`src/rtl/slv_bus_pkg.sv`:
```
// +----------------------------------------------------------------------------
// | slv_bus_pkg : shared widths, BAR0 word map and target-select type
// | Rev 1.0
// +----------------------------------------------------------------------------
`default_nettype none

package slv_bus_pkg;

    localparam int DATA_W = 16;
    localparam int SEL_W  = 2;

    localparam logic [5:0] IDX_STAT   = 6'd16;
    localparam logic [5:0] IDX_EVT    = 6'd24;
    localparam logic [5:0] IDX_CNT_LO = 6'd25;
    localparam logic [5:0] IDX_CNT_HI = 6'd26;
    localparam logic [5:0] IDX_ID     = 6'd31;

    typedef struct packed {
        logic       hit;
        logic [2:0] bar;
    } tgt_sel_t;

    // Lowest set bit wins when several BAR hits are asserted together.
    function automatic tgt_sel_t decode_bar(input logic [6:0] hits);
        tgt_sel_t t;
        t.hit = 1'b0;
        t.bar = 3'd0;
        for (int i = 6; i >= 0; i--) begin
            if (hits[i]) begin
                t.hit = 1'b1;
                t.bar = 3'(i);
            end
        end
        return t;
    endfunction

endpackage

`default_nettype wire

```
`src/rtl/slv_regfile.sv`:
```
// +----------------------------------------------------------------------------
// | slv_regfile : BAR0 control/status/event/counter registers, 1-cycle read
// | Rev 1.0
// +----------------------------------------------------------------------------
`default_nettype none

module slv_regfile
    import slv_bus_pkg::*;
#(
    parameter int                REG_COUNT  = 4,
    parameter int                STAT_COUNT = 2,
    parameter logic [DATA_W-1:0] ID_VALUE   = 16'h8010
) (
    input  logic                                                clk,
    input  logic                                                rst,
    input  logic                                                wr_en,
    input  logic                                                rd_en,
    input  logic [5:0]                                          idx,
    input  logic [DATA_W-1:0]                                   wdat,
    input  logic [SEL_W-1:0]                                    sel,
    input  logic [((STAT_COUNT > 0) ? STAT_COUNT : 1)*DATA_W-1:0] stat,
    input  logic [DATA_W-1:0]                                   evt_in,
    output logic [DATA_W-1:0]                                   rdata,
    output logic [REG_COUNT*DATA_W-1:0]                         reg_q,
    output logic [REG_COUNT-1:0]                                reg_wr
);

    logic [DATA_W-1:0] regs [REG_COUNT];
    logic [DATA_W-1:0] evt_q;
    logic [DATA_W-1:0] evt_clr;
    logic [DATA_W-1:0] byte_mask;
    logic [DATA_W-1:0] rd_mux;
    logic [31:0]       counter;
    logic [15:0]       snap_hi;

    assign byte_mask = {{8{sel[1]}}, {8{sel[0]}}};
    assign evt_clr   = (wr_en && idx == IDX_EVT) ? (wdat & byte_mask) : '0;

    for (genvar k = 0; k < REG_COUNT; k++) begin : g_reg_q
        assign reg_q[k*DATA_W +: DATA_W] = regs[k];
    end

    always_comb begin
        rd_mux = '0;
        for (int k = 0; k < REG_COUNT; k++) begin
            if (idx == 6'(k)) rd_mux = regs[k];
        end
        for (int s = 0; s < STAT_COUNT; s++) begin
            if (idx == IDX_STAT + 6'(s)) rd_mux = stat[s*DATA_W +: DATA_W];
        end
        case (idx)
            IDX_EVT:    rd_mux = evt_q;
            IDX_CNT_LO: rd_mux = counter[15:0];
            IDX_CNT_HI: rd_mux = snap_hi;
            IDX_ID:     rd_mux = ID_VALUE;
            default:    ;
        endcase
    end

    always_ff @(posedge clk) begin
        if (rst) begin
            for (int k = 0; k < REG_COUNT; k++) regs[k] <= '0;
            reg_wr  <= '0;
            evt_q   <= '0;
            counter <= '0;
            snap_hi <= '0;
            rdata   <= '0;
        end else begin
            reg_wr <= '0;
            for (int k = 0; k < REG_COUNT; k++) begin
                if (wr_en && idx == 6'(k)) begin
                    regs[k]   <= (regs[k] & ~byte_mask) | (wdat & byte_mask);
                    reg_wr[k] <= 1'b1;
                end
            end
            // New events are ORed in after the clear so a coincident set survives.
            evt_q   <= (evt_q & ~evt_clr) | evt_in;
            counter <= counter + 32'd1;
            if (rd_en && idx == IDX_CNT_LO) snap_hi <= counter[31:16];
            if (rd_en) rdata <= rd_mux;
        end
    end

endmodule

`default_nettype wire

```
`src/rtl/slv_bar_router.sv`:
```
// +----------------------------------------------------------------------------
// | slv_bar_router : BAR decode, memory routing and fixed-latency read return
// | Rev 1.0
// +----------------------------------------------------------------------------
`default_nettype none

module slv_bar_router
    import slv_bus_pkg::*;
#(
    parameter int          NUM_BAR    = 3,
    parameter int          REG_COUNT  = 4,
    parameter int          STAT_COUNT = 2,
    parameter int          MEM_AW     = 14,
    parameter int          MEM_LAT    = 1,
    parameter logic [15:0] ID_VALUE   = 16'h8010
) (
    input  logic                                                pcie_clk,
    input  logic                                                sys_rst,
    input  logic [NUM_BAR-1:0]                                  slv_bar_i,
    input  logic                                                slv_ce_i,
    input  logic                                                slv_we_i,
    input  logic [19:1]                                         slv_adr_i,
    input  logic [DATA_W-1:0]                                   slv_dat_i,
    input  logic [SEL_W-1:0]                                    slv_sel_i,
    output logic [DATA_W-1:0]                                   slv_dat_o,
    output logic                                                slv_rd_vld_o,
    output logic [REG_COUNT*DATA_W-1:0]                         reg_q_o,
    output logic [REG_COUNT-1:0]                                reg_wr_o,
    input  logic [((STAT_COUNT > 0) ? STAT_COUNT : 1)*DATA_W-1:0] stat_i,
    input  logic [DATA_W-1:0]                                   evt_i,
    output logic [NUM_BAR-2:0]                                  mem_ce_o,
    output logic                                                mem_we_o,
    output logic [SEL_W-1:0]                                    mem_sel_o,
    output logic [MEM_AW-1:0]                                   mem_adr_o,
    output logic [DATA_W-1:0]                                   mem_dat_o,
    input  logic [(NUM_BAR-1)*DATA_W-1:0]                       mem_q_i
);

    tgt_sel_t          tgt;
    tgt_sel_t          sel_pipe [MEM_LAT];
    tgt_sel_t          out_sel;
    logic [MEM_LAT-1:0] vld_pipe;
    logic              rd_req;
    logic              bar0_wr;
    logic              bar0_rd;
    logic [DATA_W-1:0] reg_rdata;
    logic [DATA_W-1:0] bar0_dat;
    logic [DATA_W-1:0] mux_dat;
    logic [DATA_W-1:0] held_dat;
    logic              adr_unused;

    assign tgt     = decode_bar(7'(slv_bar_i));
    assign rd_req  = slv_ce_i & ~slv_we_i;
    assign bar0_wr = slv_ce_i & slv_we_i & tgt.hit & (tgt.bar == 3'd0);
    assign bar0_rd = rd_req & tgt.hit & (tgt.bar == 3'd0);

    // Memories see the raw bus; only the clock enable is BAR-qualified.
    for (genvar j = 0; j < NUM_BAR - 1; j++) begin : g_mem_ce
        assign mem_ce_o[j] = slv_ce_i & tgt.hit & (tgt.bar == 3'(j + 1));
    end

    assign mem_we_o   = slv_we_i;
    assign mem_sel_o  = slv_sel_i;
    assign mem_adr_o  = slv_adr_i[MEM_AW:1];
    assign mem_dat_o  = slv_dat_i;
    assign adr_unused = ^slv_adr_i;

    slv_regfile #(
        .REG_COUNT  (REG_COUNT),
        .STAT_COUNT (STAT_COUNT),
        .ID_VALUE   (ID_VALUE)
    ) u_regfile (
        .clk    (pcie_clk),
        .rst    (sys_rst),
        .wr_en  (bar0_wr),
        .rd_en  (bar0_rd),
        .idx    (slv_adr_i[6:1]),
        .wdat   (slv_dat_i),
        .sel    (slv_sel_i),
        .stat   (stat_i),
        .evt_in (evt_i),
        .rdata  (reg_rdata),
        .reg_q  (reg_q_o),
        .reg_wr (reg_wr_o)
    );

    always_ff @(posedge pcie_clk) begin
        if (sys_rst) begin
            vld_pipe <= '0;
            for (int i = 0; i < MEM_LAT; i++) sel_pipe[i] <= '0;
        end else begin
            vld_pipe[0] <= rd_req;
            sel_pipe[0] <= tgt;
            for (int i = 1; i < MEM_LAT; i++) begin
                vld_pipe[i] <= vld_pipe[i-1];
                sel_pipe[i] <= sel_pipe[i-1];
            end
        end
    end

    if (MEM_LAT > 1) begin : g_bar0_dly
        logic [DATA_W-1:0] dly [MEM_LAT-1];
        always_ff @(posedge pcie_clk) begin
            if (sys_rst) begin
                for (int i = 0; i < MEM_LAT - 1; i++) dly[i] <= '0;
            end else begin
                dly[0] <= reg_rdata;
                for (int i = 1; i < MEM_LAT - 1; i++) dly[i] <= dly[i-1];
            end
        end
        assign bar0_dat = dly[MEM_LAT-2];
    end else begin : g_bar0_direct
        assign bar0_dat = reg_rdata;
    end

    assign out_sel = sel_pipe[MEM_LAT-1];

    always_comb begin
        mux_dat = '0;
        if (out_sel.hit) begin
            if (out_sel.bar == 3'd0) begin
                mux_dat = bar0_dat;
            end else begin
                for (int j = 0; j < NUM_BAR - 1; j++) begin
                    if (out_sel.bar == 3'(j + 1)) mux_dat = mem_q_i[j*DATA_W +: DATA_W];
                end
            end
        end
    end

    // Memory data is only present in the return cycle, so the hold value is registered.
    always_ff @(posedge pcie_clk) begin
        if (sys_rst) begin
            held_dat <= '0;
        end else if (vld_pipe[MEM_LAT-1]) begin
            held_dat <= mux_dat;
        end
    end

    assign slv_rd_vld_o = vld_pipe[MEM_LAT-1];
    assign slv_dat_o    = vld_pipe[MEM_LAT-1] ? mux_dat : held_dat;

endmodule

`default_nettype wire

```
`config.mk`:
```
export PLATFORM = sky130hd
export DESIGN_NAME = slv_bar_router
export DESIGN_NICKNAME = d
export VERILOG_FILES = /design/src/rtl/slv_bus_pkg.sv /design/src/rtl/slv_regfile.sv /design/src/rtl/slv_bar_router.sv
export SDC_FILE = /design/constraint.sdc
export NUM_CORES = 1
export LEC_CHECK = 0
export CAP_MARGIN = 20
export CORE_AREA = 2 2 150 152
export DETAILED_ROUTE_END_ITERATION = 7
export DIE_AREA = 0 0 152 154
export PLACE_DENSITY = 0.77
export SLEW_MARGIN = 20
export SYNTH_ARGS = -nofsm -noshare
export SYNTH_HDL_FRONTEND = slang
export SYNTH_SLANG_ARGS = --single-unit
```
`constraint.sdc`:
```
create_clock -name pcie_clk -period 2.7 [get_ports pcie_clk]
set_clock_uncertainty 0.1 [all_clocks]
set_input_delay 0.27 -clock pcie_clk [delete_from_list [all_inputs] [get_ports pcie_clk]]
set_output_delay 0.27 -clock pcie_clk [all_outputs]
set_load 0.01 [all_outputs]
```
==> results.cfg <==
[synth]
synth.avg_cell_area_um2 = 9.51
netlist_area_um2 = 8540
synth_seq_cells = 168
async_flop_share_pct = 0
synth_area_leaders = dfxtp_1 24%, edfxtp_1 23%, a21oi_1 7.5%, nand2b_1 5.9%, nand2_1 4.9%
seq_area_frac_synth_pct = 46.9
synthSimpleGateAreaFrac_pct = 17.9
synth-xor-area-share_pct = 1.03
yosysWarnings = 0
ys.flop_type = dfxtp_1
synth_top_family_by_area = simple AND/OR/NAND/NOR gates
yosys.area.top_type = dfxtp_1
synth_compound_area_share_pct = 17.9
synth.area.mux_share_pct = 8.87
synthAdderAreaFrac_pct = 0.147
yosysTopAreaCellShare_pct = 24.4
synthCells = 898
synth_enable_flop_cells = 64
ys_types = 48
synth_fp_nets = 1023

[min_path]
hold-path-cell-count = 3
worstHoldStart = sys_rst
hold_class = in2reg
min_to = u_regfile.counter[0]

[clocking]
clkTransAtPathRegs_ns = 0.06
clock_latency_ns = 0.42
cts_hold_buffers = 0
cts_resized = 0
cts_setup_buffers = 0
clock_sink_count = 168
numCtsBuffers = 17
clockBufferDepth = 2
htree_levels = 4
tritoncts = yes
cts-root-buf = clkbuf_16

[power_and_ir_drop]
swShare_pct = 25.0
vdd_drop_max_uv = 436
power.internal_w = 0.00434
powerDensity_nw_per_um2 = 505
p_clk_share_pct = 39.4
p_seq_share_pct = 47.6
power_leakage_nw = 4.10
p_sw_w = 0.00145
comb_power_share_pct = 13.0

[critical_path]
cp_top_family = buffers and inverters
arrival_ns = 2.05
critPathLaunchType = register
reg2reg_to = u_regfile.counter[31]
cpMaxStageDelayCell = clkdlybuf4s50_1
crit_fanout = 16
path_class = reg2out
reg2reg_setup_slack_ns = 0.49
rr_startpoint = u_regfile.counter[3]
endpoint_kind = primary output
cp_num_buf_inv = 2
crit_path_max_incr_delay_ns = 0.54
cpMostUsedCell = nand2_1
cp_cell_sequence = buf_4, mux2i_1, o2bb2ai_1, nand2_1, nand2_1, clkdlybuf4s50_1
rr_worst_depth = 4
critPathRequiredTime_ns = 2.33

[route]
wl_met1_um = 11400
wl_met3_um = 2200
drt_iter0_drc = 634
maxUsedRoutingLayer = met4
met2RoutedLength_um = 12500
drc = 0
num_vias = 7630
wire_per_inst_um = 19.4
finalWirelength_um = 26700
viasPerCell = 5.55
ant_nets = 0
first_pass_iters = 5

[global_routing]
grt.overflow.total = 0
track_usage_pct = 22.6
grt_pass1_wl_um = 42200
grt_pass1_vias = 7612
grt_max_degree = 64
antenna_found_initial = 2

[placement]
placedInstanceArea_um2 = 10900
dp_hpwl_um = 19300
post-place-cells = 1341
gp_congestion = 0.866
io_buffers = 222

[timing]
relSlewSlack_pct = 55.2
period_share_pct = 89.5
worstMarginPinSlew_ns = 0.672
finalSetupViolCount = 0
max_clock_freq_mhz = 414
whs_ns = 0.274
hold_viol_final = 0
rsz0062_at_grt = no
finalMaxSlewViolations = 0
setup_tns_ns = 0
finalCriticalPeriod_ns = 2.42

[die]
die_h_um = 154
rows = 54
fp.dieW_um = 152
core-area_um2 = 21700
start_util_pct = 39.4
dieArea_um2 = 23400
num_io_pins = 244

[cells_and_area]
n_fill_cell = 1898
drive_gt1_share_pct = 9.42
final_area_um2 = 11500
mostFrequentLayoutCells = 219 x clkdlybuf4s50_1, 128 x a21oi_1, 112 x nand2_1, 104 x dfxtp_1, 80 x nand2b_1
nets = 1205
syn_to_final_growth_pct = 34.3
stdcell_count = 1374
final_common_cell = clkdlybuf4s50_1

[run_status]
status = completed

[flow_run]
cap_viol_max_count = 0
cell usage after synthesis (2+ instances only):
| master | n |
|---|---|
| a211oi_1 | 2 |
| a21oi_1 | 128 |
| a22oi_1 | 14 |
| a2bb2oi_1 | 14 |
| a31oi_1 | 14 |
| and2_1 | 2 |
| and3_1 | 5 |
| and3b_1 | 2 |
| and4_1 | 5 |
| buf_1 | 6 |
| buf_2 | 19 |
| buf_4 | 35 |
| clkbuf_1 | 36 |
| dfxtp_1 | 104 |
| edfxtp_1 | 64 |
| inv_1 | 26 |
| mux2_2 | 5 |
| mux2i_1 | 34 |
| mux4_2 | 16 |
| nand2_1 | 112 |
| nand2_2 | 3 |
| nand2b_1 | 80 |
| nand3_1 | 12 |
| nand3b_1 | 2 |
| nand4_1 | 4 |
| nor2_1 | 21 |
| nor2b_1 | 8 |
| nor3_1 | 4 |
| nor3b_1 | 3 |
| nor4_1 | 4 |
| o21ai_0 | 40 |
| o2bb2ai_1 | 32 |
| o31ai_1 | 7 |
| or3_1 | 7 |
| or4_1 | 7 |
| xnor2_1 | 2 |
| xor2_1 | 8 |
worst max path at each step:
stage                              start               endpoint  slack, ns  depth (start not counted)
after floorplan             slv_adr_i[2]   u_regfile.regs[3][0]       0.75                          4
after global placement      slv_adr_i[5]  u_regfile.regs[0][10]       0.25                          6
after detailed placement    slv_adr_i[5]   u_regfile.regs[0][8]        0.1                          6
after CTS                   slv_rd_vld_o           slv_dat_o[9]       0.26                          4
final                     sel_pipe[0][0]           slv_dat_o[6]       0.28                          6
after global routing      sel_pipe[0][0]           slv_dat_o[4]       0.14                          6
cell families after synthesis:
kind of cell,Yosys count
flops,168
simple gates,288
fa+ha+maj,1
compound gates,254
xor+xnor,10
buf+inv,122
mux,55
area by class of cell:
class	instances	area [um^2]	area share (%)
multi-input cells	608	3930	34.2
diodes	1	2.50	0.0218
clock buffers	20	457	3.98
well taps	280	350	3.06
inverters	26	97.6	0.851
repair buffers	259	2530	22.1
flip-flops and latches	168	4000	34.9
clock inverters	12	96.3	0.840
layer usage:
metal / vias to the layer above / track usage, %
met2: 361 / 36.6
met4: 0 / 7.74
met5: - / 0
li1: 3571 / -
met3: 46 / 5.05
met1: 3652 / 30.0
metrics by stage:
| stage | utilization, % | setup WS, ns | total power, W |
|---|---|---|---|
| 3_3_place_gp | 50.3 | 0.252 | 0.00354 |
| 3_5_place_dp | 50.3 | 0.0982 | 0.00355 |
| 2_1_floorplan | - | 0.749 | 0.00315 |
| 6_report | 52.9 | 0.285 | 0.00579 |
| 5_1_grt | 52.9 | 0.137 | 0.00597 |
| 4_1_cts | 52.9 | 0.259 | 0.00581 |
power by group through the flow:
stage	logic, W	registers, W	clock network (W)
floorplan	0.000344	0.00280	0
global placement	0.000736	0.00281	0
global route	0.000796	0.00276	0.00242
detailed placement	0.000743	0.00281	0
finish	0.000750	0.00276	0.00228
CTS	0.000750	0.00275	0.00231
state kept, by name, summed over array words and instances, names as in the netlist, 3 cells and up:
signal	flops
u_regfile.regs	64
u_regfile.counter	32
held_dat	16
u_regfile.evt_q	16
u_regfile.rdata	16
u_regfile.snap_hi	16
u_regfile.reg_wr	4
sel_pipe	3
worst min-delay path, delay by kind of cell:
family / cells / cell delay (ns)
buffers and inverters: 2 / 0.37
AND/OR/NAND/NOR: 1 / 0.10
Power figures use the tool's default switching activity.
